$ cat config.mk
export PLATFORM = sky130hd
export DESIGN_NAME = mac_tx_frame_build
export DESIGN_NICKNAME = d
export VERILOG_FILES = /design/src/rtl/mac_tx_frame_build.sv
export SDC_FILE = /design/constraint.sdc
export NUM_CORES = 1
export LEC_CHECK = 0
export ABC_CLOCK_PERIOD_IN_PS = 3200
export BUFFER_PORTS_ARGS = -buffer_cell sky130_fd_sc_hd__buf_2
export CAP_MARGIN = 20
export CORE_ASPECT_RATIO = 2
export CORE_MARGIN = 3
export CORE_UTILIZATION = 55
export CTS_CLUSTER_SIZE = 40
export DETAILED_ROUTE_END_ITERATION = 12
export GPL_TIMING_DRIVEN = 0
export PLACE_DENSITY = 0.85
export SLEW_MARGIN = 40
export SYNTH_ARGS = -nofsm -noshare
export SYNTH_HDL_FRONTEND = slang
export SYNTH_SLANG_ARGS = --single-unit
$ cat constraint.sdc
create_clock -name logic_clk -period 3.2 [get_ports logic_clk]
set_input_delay 0.16 -clock logic_clk [delete_from_list [all_inputs] [get_ports logic_clk]]
set_output_delay 0.16 -clock logic_clk [all_outputs]
set_load 0.02 [all_outputs]
$ cat src/rtl/mac_tx_frame_build.sv
// Ethernet TX frame builder: prepends DA/SA/EtherType to an AXI-Stream byte
// payload, zero-pads short payloads and truncates oversize ones. Output is a
// registered AXI-Stream byte stage feeding the CRC/preamble stage.
module mac_tx_frame_build #(
  parameter logic [47:0] LOCAL_MAC   = 48'h00_0A_35_00_00_01,
  parameter int unsigned MIN_PAYLOAD = 46,
  parameter int unsigned MAX_PAYLOAD = 1500
) (
  input  logic        logic_clk,
  input  logic        logic_rst_n,
  input  logic        hdr_valid_in,
  output logic        hdr_ready_out,
  input  logic [47:0] hdr_dst_mac_in,
  input  logic [15:0] hdr_type_in,
  input  logic [7:0]  s_tdata_in,
  input  logic        s_tvalid_in,
  output logic        s_tready_out,
  input  logic        s_tlast_in,
  output logic [7:0]  mac_tdata_out,
  output logic        mac_tvalid_out,
  input  logic        mac_tready_in,
  output logic        mac_tlast_out,
  output logic        frame_done_out,
  output logic        oversize_out,
  output logic        busy_out
);

  localparam int unsigned CNT_W     = 11;
  localparam int unsigned BCNT_W    = 4;
  localparam int unsigned HDR_LAST  = 13;
  localparam logic [CNT_W-1:0]  MIN_CNT  = CNT_W'(MIN_PAYLOAD);
  localparam logic [CNT_W-1:0]  MAX_CNT  = CNT_W'(MAX_PAYLOAD);
  localparam logic [BCNT_W-1:0] HDR_LAST_CNT = BCNT_W'(HDR_LAST);

  typedef enum logic [2:0] {
    ST_IDLE = 3'd0,
    ST_HDR  = 3'd1,
    ST_PAY  = 3'd2,
    ST_PAD  = 3'd3,
    ST_DROP = 3'd4
  } state_t;

  state_t             state_q, state_d;
  logic [47:0]        dst_q, dst_d;
  logic [15:0]        type_q, type_d;
  logic [BCNT_W-1:0]  byte_cnt_q, byte_cnt_d;
  logic [CNT_W-1:0]   pay_cnt_q, pay_cnt_d;
  logic [7:0]         tdata_q, tdata_d;
  logic               tvalid_q, tvalid_d;
  logic               tlast_q, tlast_d;
  logic               done_q, done_d;
  logic               ovr_q, ovr_d;
  logic               busy_q;
  logic               run_q;

  logic               adv;
  logic [111:0]       hdr_word;
  logic [6:0]         hdr_lsb;
  logic [7:0]         hdr_byte;
  logic [CNT_W-1:0]   pay_inc;

  // Output stage can take a new byte when empty or when its byte is leaving.
  always_comb begin
    adv      = !tvalid_q || mac_tready_in;
    hdr_word = {dst_q, LOCAL_MAC, type_q};
    hdr_lsb  = 7'd104 - {byte_cnt_q, 3'b000};
    hdr_byte = hdr_word[hdr_lsb +: 8];
    pay_inc  = pay_cnt_q + 11'd1;
  end

  // Next-state, datapath and handshake decode.
  always_comb begin
    state_d       = state_q;
    dst_d         = dst_q;
    type_d        = type_q;
    byte_cnt_d    = byte_cnt_q;
    pay_cnt_d     = pay_cnt_q;
    tdata_d       = tdata_q;
    tvalid_d      = adv ? 1'b0 : tvalid_q;
    tlast_d       = adv ? 1'b0 : tlast_q;
    ovr_d         = 1'b0;
    done_d        = tvalid_q && mac_tready_in && tlast_q;
    hdr_ready_out = 1'b0;
    s_tready_out  = 1'b0;

    unique case (state_q)
      ST_IDLE: begin
        // Ready only once the previous frame's last byte has left or is leaving.
        hdr_ready_out = run_q && adv;
        if (hdr_valid_in && hdr_ready_out) begin
          dst_d      = hdr_dst_mac_in;
          type_d     = hdr_type_in;
          pay_cnt_d  = '0;
          // First DA byte goes out directly so it appears the next cycle.
          tdata_d    = hdr_dst_mac_in[47:40];
          tvalid_d   = 1'b1;
          tlast_d    = 1'b0;
          byte_cnt_d = BCNT_W'(1);
          state_d    = ST_HDR;
        end
      end

      ST_HDR: begin
        if (adv) begin
          tdata_d    = hdr_byte;
          tvalid_d   = 1'b1;
          byte_cnt_d = byte_cnt_q + 4'd1;
          if (byte_cnt_q == HDR_LAST_CNT) begin
            state_d = ST_PAY;
          end
        end
      end

      ST_PAY: begin
        s_tready_out = adv;
        if (s_tvalid_in && adv) begin
          tdata_d   = s_tdata_in;
          tvalid_d  = 1'b1;
          pay_cnt_d = pay_inc;
          if (s_tlast_in) begin
            if (pay_inc >= MIN_CNT) begin
              tlast_d = 1'b1;
              state_d = ST_IDLE;
            end else begin
              state_d = ST_PAD;
            end
          end else if (pay_inc == MAX_CNT) begin
            tlast_d = 1'b1;
            ovr_d   = 1'b1;
            state_d = ST_DROP;
          end
        end
      end

      ST_PAD: begin
        if (adv) begin
          tdata_d   = 8'h00;
          tvalid_d  = 1'b1;
          pay_cnt_d = pay_inc;
          if (pay_inc >= MIN_CNT) begin
            tlast_d = 1'b1;
            state_d = ST_IDLE;
          end
        end
      end

      ST_DROP: begin
        // Swallow the rest of an oversize payload.
        s_tready_out = 1'b1;
        if (s_tvalid_in && s_tlast_in) begin
          state_d = ST_IDLE;
        end
      end

      default: begin
        state_d = ST_IDLE;
      end
    endcase
  end

  // State and datapath registers.
  always_ff @(posedge logic_clk or negedge logic_rst_n) begin
    if (!logic_rst_n) begin
      state_q    <= ST_IDLE;
      dst_q      <= '0;
      type_q     <= '0;
      byte_cnt_q <= '0;
      pay_cnt_q  <= '0;
      tdata_q    <= '0;
      tvalid_q   <= 1'b0;
      tlast_q    <= 1'b0;
      done_q     <= 1'b0;
      ovr_q      <= 1'b0;
      busy_q     <= 1'b0;
      run_q      <= 1'b0;
    end else begin
      state_q    <= state_d;
      dst_q      <= dst_d;
      type_q     <= type_d;
      byte_cnt_q <= byte_cnt_d;
      pay_cnt_q  <= pay_cnt_d;
      tdata_q    <= tdata_d;
      tvalid_q   <= tvalid_d;
      tlast_q    <= tlast_d;
      done_q     <= done_d;
      ovr_q      <= ovr_d;
      busy_q     <= (state_d != ST_IDLE);
      run_q      <= 1'b1;
    end
  end

  // Registered outputs.
  always_comb begin
    mac_tdata_out  = tdata_q;
    mac_tvalid_out = tvalid_q;
    mac_tlast_out  = tlast_q;
    frame_done_out = done_q;
    oversize_out   = ovr_q;
    busy_out       = busy_q;
  end

endmodule

== Word level (Yosys, flattened, before mapping) ==
Cells that the tools add are included.
Widths: inputs -> output; s select.

* Register bits: 96
* Bits in latches: 0
* Memory bits (writable): 0
* ROM bits: 0
* Bits of input ports: 78
* Output and inout port bits: 15
* Logic and storage cells: 87
* Memories: 0

* $add $sub $neg: 3
* Multipliers: 0
* Div/mod/pow operators: 0
* Magnitude comparators: 1
* Equal/unequal tests: 10
* Shift operators: 1
* Mux-type cells: 42
* Bitwise logic cells: 0
* Reduce and logical (&&, ||, !) cells: 18

{| class="wikitable"
|+ Operators with widths
! cell !! number
|-
| $shiftx 112x8->8 || 1
|-
| $mux 11 || 3
|-
| $pmux 11 s3 || 1
|-
| $mux 8 || 4
|-
| $pmux 8 s4 || 1
|-
| $mux 3 || 9
|-
| $mux 1 || 16
|-
| $pmux 3 s5 || 1
|-
| $add 11x1->11 const B || 1
|-
| $eq 11x11->1 const B || 1
|-
| $ge 11x6->1 const B || 1
|-
| $mux 4 || 2
|-
| $ne 2x2->1 const B || 4
|-
| $pmux 4 s2 || 1
|-
| $sub 7x7->7 const A || 1
|-
| $eq 3x2->1 const B || 2
|-
| $logic_and 1x1->1 || 6
|-
| $pmux 1 s3 || 2
|-
| $reduce_bool 3->1 || 2
|-
| $reduce_and 5->1 || 1
|-
| $add 4x1->4 const B || 1
|-
| $eq 4x4->1 const B || 1
|-
| $reduce_and 4->1 || 1
|-
| $reduce_bool 4->1 || 1
|-
| 11 further kinds || 11
|}

== Logic depth before layout (Yosys ltp) ==
Gate-level depths: netlist of run 1.

* Depth in word-level cells: 7
* Gate-level depth with buffers: 10
* Gate-level depth less buffers: 8

== Worst setup path before layout of run 1 ==
No wires, ideal clock.

* Path type: flip-flop to flip-flop
* Start point: register pay_cnt_q[0]
* End point: register busy_q, in the netlist busy_out
* Data arrival time: 2.271 ns
* Data required time: 3.076 ns
* Slack: 0.806 ns
* Cell stages (with the launch flop): 9
* Buffers on the path: 1
* Period minus slack after synthesis: 2.394 ns
* Path through: dfrtp_1 > ha_1 > buf_4 > and3_2 > xnor2_1 > or4_4 > nor4_4 > o31ai_2 > a211o_1

* Longest elaborated chain between the ends: 7

{| class="wikitable"
|+ RTL lines
! element !! line !! source
|-
| from (decl) || 47 || <nowiki>logic [CNT_W-1:0] pay_cnt_q, pay_cnt_d;</nowiki>
|-
| from (signal assigned) || 181 || <nowiki>pay_cnt_q <= pay_cnt_d;</nowiki>
|-
| $add 11x1->11 * || 68 || <nowiki>pay_inc = pay_cnt_q + 11'd1;</nowiki>
|-
| $ge 11x6->1 or $eq 11x11->1 (tied branches) || 121, 140, 127 ||
|-
| $mux 2 or $mux 3 (tied branches) || 121, 127 ||
|-
| $mux 3 || 120 || <nowiki>if (s_tlast_in) begin</nowiki>
|-
| $mux 3 || 116 || <nowiki>if (s_tvalid_in && adv) begin</nowiki>
|-
| $pmux 3 s5 * || 86 || <nowiki>unique case (state_q)</nowiki>
|-
| net state_d[1] || 43 || <nowiki>state_t state_q, state_d;</nowiki>
|-
| $reduce_bool 3->1 * || 187 || <nowiki>busy_q <= (state_d != ST_IDLE);</nowiki>
|-
| to (signal assigned) || 187 ||
|-
| to (decl) || 53 || <nowiki>logic busy_q;</nowiki>
|}

The timed path passes the listed nets; every way through them passes the cells marked *.
A chain may end at the register's enable or synchronous reset.

== Final worst setup path of run 1 ==
* Start point: register byte_cnt_q[1]
* End point: register tdata_q[7], in the netlist mac_tdata_out[7]

* Longest elaborated chain between the ends: 4

{| class="wikitable"
|+ RTL lines
! element !! line !! source
|-
| from (decl) || 46 || <nowiki>logic [BCNT_W-1:0] byte_cnt_q, byte_cnt_d;</nowiki>
|-
| from (signal assigned) || 180 || <nowiki>byte_cnt_q <= byte_cnt_d;</nowiki>
|-
| $sub 7x7->7 || 66 || <nowiki>hdr_lsb = 7'd104 - {byte_cnt_q, 3'b000};</nowiki>
|-
| $shiftx 112x8->8 || 67 || <nowiki>hdr_byte = hdr_word[hdr_lsb +: 8];</nowiki>
|-
| $mux 8 || 104 || <nowiki>if (adv) begin</nowiki>
|-
| $pmux 8 s4 || 86 ||
|-
| to (signal assigned) || 182 || <nowiki>tdata_q <= tdata_d;</nowiki>
|-
| to (decl) || 48 || <nowiki>logic [7:0] tdata_q, tdata_d;</nowiki>
|}

No other way between the ends. The select of a mux whose other input is x is not followed.

==> reports/qor.yml, run 1 <==
sta:
  finalSetupViolCount: 0
  clock_skew_ns: 0.00927
  worstMarginPinSlew_ns: 0.731
  fin_crit_sh_pct: 89.9
  hold_violations: 0
  clock.fmax_mhz: 348
  final.setup.tns_ns: 0
  rsz0062_at_grt: "no"
  drv_slew: 0
  period_minus_slack_ns: 2.88
  whs_ns: 0.0398
  max_slew_margin_pct: 51.3
global_routing:
  grt_start_max_net_pins: 54
  grtUsageTotal_pct: 27.0
  grt.busiest_layer: "met2"
  grt_pass1_vias: 4387
  grtUsageMet1_pct: 26.9
  globalRoute.totalOverflow: 0
  grt.met2_usage_pct: 51.1
  antenna_found_initial: 0
  grt_pass1_wl_um: 21600
  use_met3_pct: 4.65
drt:
  viasPerCell: 6.16
  vias: 4243
  drtAntennaViolNets: 0
  drtIter0Drc: 275
  wl_per_cell_um: 20.2
  routed_wl_um: 13900
  drtPass1Iterations: 5
  drcViolationCount: 0
power_and_ir_drop:
  leakagePower_nw: 2.79
  pwr-share-seq_pct: 36.3
  power.share.combinational_pct: 45.6
  switching_share_pct: 39.8
  cellPowerDensity_mw_per_mm2: 938
  p_int_w: 0.00343
  power.share.clock_pct: 18.2
  netSwitchingPower_w: 0.00227
  ir_drop_v: 0.000597
flow_run:
  maxCapViolations: 0
clocking:
  clockBufferDepth: 2
  cts_buffers: 9
  cts.sink_count: 96
  clk_transition_reported_paths_ns: 0.07
  cts-root-buf: "clkbuf_16"
  clock_latency_ns: 0.35
  htree_levels: 3
  cts_tree: "built"
  post-cts-setup-buffer-count: 0
logic_synthesis:
  syn_inst: 477
  ys_seq_area_share_pct: 46.6
  syn-num-nets: 563
  postSynth.asyncResetShare_pct: 100
  ys_seq_elements: 96
  synth_edf_count: 0
  synth.distinct_cells: 63
  synth-main-ff-cell: "dfrtp_1"
  syn_area_mm2: 0.00515
  avgSynthCellArea_um2: 10.8
  yosys_warnings: 0
worst_setup_path:
  end_kind: "flip-flop"
  rrSetupSlack_ns: 0.32
  worstPathArrival_ns: 3.14
  start_kind: "flip-flop"
  r2r_end: "mac_tdata_out[7]"
  cp-startpoint: "byte_cnt_q[1]"
  critPathMaxFanout: 10
  worst-setup-path-type: "reg -> reg"
  crit_required_ns: 3.46
  cp-endpoint: "mac_tdata_out[7]"
  r2r-start: "byte_cnt_q[1]"
  reg2regPathDepth: 8
layout:
  final_cell_area_mm2: 0.00608
  area_growth_pct: 18.0
  fill_cells: 703
  sequential_cell_area_mm2: 0.00240
  num_antenna_cells: 0
  drive_gt1_share_pct: 36.6
  multiInputGateArea_mm2: 0.00252
  fin_nets: 668
placement:
  routabilityCongestion: 0.957
  place_area_mm2: 0.00578
  portBuffers: 92
  dpl.hpwl_um: 10800
floorplanning:
  die_h_um: 143
  die_width_um: 74.4
  rows: 49
  num_io_pins: 93
  initial_utilization_pct: 56.8
  die_area_mm2: 0.0106
  core_area_mm2: 0.00907
outcome:
  status: "complete, no violations"
hold_path:
  hp-class: "in -> reg"
cell families after synthesis:
kind of cell	synth area share (%)
AO/OA/AOI/OAI	14.2
XOR/XNOR	1.02
adder cells (fa/ha/maj)	1.94
buffers and inverters	4.45
flip-flops	46.6
multiplexers	19.7
other	0.0728
AND/OR/NAND/NOR	12.0
state kept, by name (all words and copies together) (netlist names), 3 cells and up:
| name | cells |
|---|---|
| mac_tdata_out | 8 |
| byte_cnt_q | 4 |
| pay_cnt_q | 11 |
| state_q | 3 |
| type_q | 16 |
| dst_q | 48 |
metal layers:
layer | part of all wire (%) | up-vias
met5 | 0 | -
met1 | 34 | 2068
met3 | 5.4 | 39
met4 | 4.1 | 0
met2 | 57 | 186
li1 | - | 1950
worst min path at each step:
| stage | slack [ns] | startpoint | to | cells after the start |
|---|---|---|---|---|
| after floorplan | -0.14 | logic_rst_n | busy_out | 0 |
| after global placement | 0.39 | hdr_dst_mac_in[9] | dst_q[9] | 2 |
| after detailed placement | 0.12 | logic_rst_n | frame_done_out | 1 |
| after CTS | 0.04 | hdr_dst_mac_in[23] | dst_q[23] | 2 |
| after global routing | 0.04 | hdr_dst_mac_in[23] | dst_q[23] | 2 |
| final | 0.04 | hdr_type_in[2] | type_q[2] | 2 |
power by group through the flow:
stage               combinational (W)  sequential (W)  clock, W
global route                  0.00281         0.00212   0.00110
finish                        0.00260         0.00207   0.00103
floorplan                     0.00180         0.00204         0
global placement              0.00246         0.00204         0
detailed placement            0.00254         0.00208         0
CTS                           0.00258         0.00206   0.00105
cell usage after synthesis (all sizes together) (2+ instances only):
master	number	area, µm²
mux4	3	67.6
nand2b	3	18.8
a31oi	4	25.0
o22ai	7	43.8
nor2	31	116
xnor2	4	35.0
a21oi	27	135
a221oi	6	52.6
nand3b	2	15.0
a41oi	2	17.5
a21o	3	22.5
dfrtp	96	2400
nand4	5	31.3
o211ai	3	22.5
or4	2	20.0
a222oi	5	50.1
nor4	3	33.8
a211oi	4	35.0
inv	17	63.8
nand2	29	109
o21a	2	15.0
and2	7	45.1
o31ai	5	42.5
a221o	2	20.0
o221ai	2	17.5
nor2b	9	56.3
nor3	5	25.0
xor2	2	17.5
and3	7	46.3
mux2	76	856
clkbuf	15	56.3
ha	8	100
o21ai	28	140
mux2i	9	90.1
buf	17	105
nand3	10	62.6
cell type report:
cell class	count	share of cell area, %
Clock inverter	7	1.03
Clock buffer	9	3.71
Buffer	32	2.66
Tap cell	102	2.10
Inverter	18	1.11
Sequential cell	96	39.5
Multi-Input combinational cell	331	41.6
Timing Repair Buffer	94	8.30
cell usage in the layout, fill, tap and decap left out, types with 9 or more instances in the layout:
cell type | synthesis | final
inv_1 | 17 | 17
o21ai_0 | 28 | 28
mux2i_1 | 9 | 9
mux2_2 | 76 | 76
a21oi_1 | 27 | 27
nand2_1 | 29 | 29
buf_2 | 6 | 97
clkbuf_1 | 15 | 15
nand3_1 | 9 | 9
dfrtp_1 | 96 | 96
nor2_1 | 31 | 31
clkbuf_16 | 0 | 9
nor2b_1 | 9 | 9
worst max-delay path, cell delays in order (launching register included):
cell	delay [ns]
dfrtp_1	0.42
ha_1	0.34
buf_2	0.24
buf_1	0.55
inv_1	0.21
or3_1	0.39
o21ai_0	0.36
a21oi_1	0.09
o22ai_1	0.17
timing repair:
item                      CTS  global route
hold buffers                1             0
gates resized for setup     0             0
hold endpoints to repair   43             0
metrics by stage:
stage	cells	power (W)	util (%)	setup WS, ns
2_1_floorplan	477	0.00384	-	0.806
3_3_place_gp	671	0.00450	63.2	0.458
3_5_place_dp	672	0.00462	63.7	0.322
4_1_cts	689	0.00569	67.0	0.285
5_1_grt	689	0.00603	67.0	0.184
6_report	689	0.00570	67.0	0.324
No activity file was read; power rests on OpenSTA's default activity.
==> run 2, diff against run 1 <==
CORE_UTILIZATION = 45   (was 55)
PLACE_DENSITY = 0.73   (was 0.85)
==> run 2 against run 1 <==
Against the previous run: maximum frequency rose by 1.6%; largest cell class unchanged; clock power hardly changed; final cell count grew 5.5%; critical path type unchanged; setup slack gained 0.044 ns; non-clock buffer count unchanged.
==> reports/qor.yml, run 2 (synthesis results as in run 1) <==
sta:
  clock.fmax_mhz: 353
  finalSetupViolCount: 0
  worstMarginPinSlew_ns: 0.755
  hold_violations: 0
  clock_skew_ns: 0.00878
  period_minus_slack_ns: 2.83
  final.setup.tns_ns: 0
  max_slew_margin_pct: 49.7
  fin_crit_sh_pct: 88.5
  drv_slew: 0
  rsz0062_at_grt: "no"
placement:
  routabilityCongestion: 0.982
  dpl.hpwl_um: 11100
  portBuffers: 92
  placed_cells: 710
layout:
  final_cells: 727
  num_antenna_cells: 0
  reg_top3: "dst_q: 48 flops, type_q: 16 flops, pay_cnt_q: 11 flops"
  final_common_cell: "buf_2"
  largest_reg_flops: 48
  layout_common_cells: "buf_2 (97), dfrtp_1 (96), mux2_2 (76)"
  regMostFlops: "dst_q"
  area_growth_pct: 18.9
  fin_nets: 668
  drive_gt1_share_pct: 36.6
clocking:
  cts_buffers: 9
  clock_latency_ns: 0.35
  cts.sink_count: 96
  clk_transition_reported_paths_ns: 0.07
  cts-root-buf: "clkbuf_16"
  cts_tree: "built"
  clockBufferDepth: 2
  htree_levels: 3
worst_setup_path:
  crit_required_ns: 3.42
  end_kind: "flip-flop"
  r2r_end: "mac_tdata_out[1]"
  worst-setup-path-type: "reg -> reg"
  worstPathArrival_ns: 3.05
  r2r-start: "byte_cnt_q[1]"
  reg2regPathDepth: 8
  rrSetupSlack_ns: 0.37
  start_kind: "flip-flop"
  critPathMaxFanout: 10
global_routing:
  grt_pass1_wl_um: 22400
  grt_pass1_vias: 4473
  grtUsageTotal_pct: 23.4
  antenna_found_initial: 0
  globalRoute.totalOverflow: 0
  grt_start_max_net_pins: 50
drt:
  routed_wl_um: 14300
  viasPerCell: 5.89
  drcViolationCount: 0
  wl_per_cell_um: 19.7
  vias: 4281
  drtPass1Iterations: 5
  drtIter0Drc: 257
  drtAntennaViolNets: 0
flow_run:
  maxCapViolations: 0
hold_path:
  hold_start: "hdr_type_in[10]"
  min_to: "type_q[10]"
  worstHoldPathCells: 2
  hp-class: "in -> reg"
power_and_ir_drop:
  leakagePower_nw: 2.80
  ir_drop_v: 0.000687
  cellPowerDensity_mw_per_mm2: 935
outcome:
  status: "complete, no violations"
floorplanning:
  initial_utilization_pct: 46.8
  die_area_mm2: 0.0128
  core_area_mm2: 0.0110
  die_h_um: 157
  rows: 54
  num_io_pins: 93
  die_width_um: 81.6
[run 2: critical path, cell delays in order, from the launching register on]
cell and delay [ns]:
dfrtp_1 0.43, ha_1 0.32, buf_2 0.22, buf_1 0.57, mux4_2 0.40, nand2_1 0.08, o211ai_1 0.10, a222oi_1 0.45
a21oi_1 0.13
[run 2: cell type report]
type / instances / area [µm²]
fillers: 954 / 4890
multi-input cells: 331 / 2520
flip-flops and latches: 96 / 2400
repair buffers: 94 / 504
clock buffers: 9 / 225
well taps: 140 / 175
plain buffers: 32 / 161
inverters: 18 / 67.6
clock inverters: 7 / 62.6
[run 2: per-stage QoR]
step	total power [W]	setup slack [ns]	util (%)	hold WS (ns)	cell area, µm²
global placement	0.00457	0.427	52.5	0.393	5790
floorplan	0.00384	0.806	-	-0.136	5150
finish	0.00572	0.368	55.6	0.0332	6120
global route	0.00610	0.146	55.6	0.0333	6120
detailed placement	0.00469	0.409	52.9	0.138	5830
CTS	0.00575	0.400	55.6	0.0294	6120
[run 2: layer usage]
layer / routed length [µm] / share of wire [%] / GRT usage (%)
met1: 4750 / 33 / 24.0
met2: 8060 / 56 / 42.4
met3: 682 / 4.8 / 3.84
met4: 845 / 5.9 / 14.7
met5: 0 / 0 / 0
[run 2: how the worst max path moves through the flow]
stage	start	endpoint	slack [ns]
finish	byte_cnt_q[1]	mac_tdata_out[1]	0.37
global route	byte_cnt_q[1]	mac_tdata_out[0]	0.15
CTS	byte_cnt_q[1]	mac_tdata_out[0]	0.40
detailed placement	byte_cnt_q[1]	mac_tdata_out[3]	0.41
global placement	mac_tvalid_out	type_q[13]	0.43
floorplan	pay_cnt_q[0]	busy_out	0.81
[run 2: report_power, final]
| group | total, W | internal (W) | switching (W) |
|---|---|---|---|
| clock | 0.00105 | 0.000544 | 0.000508 |
| sequential | 0.00206 | 0.00172 | 0.000338 |
| combinational | 0.00261 | 0.00117 | 0.00145 |
| total | 0.00572 | 0.00343 | 0.00229 |
[run 2: what timing repair did]
item                      4_1_cts  5_1_grt
hold buffers                    1        0
hold endpoints to repair       47        0
buffers inserted                0        0
gates resized for setup         0        0
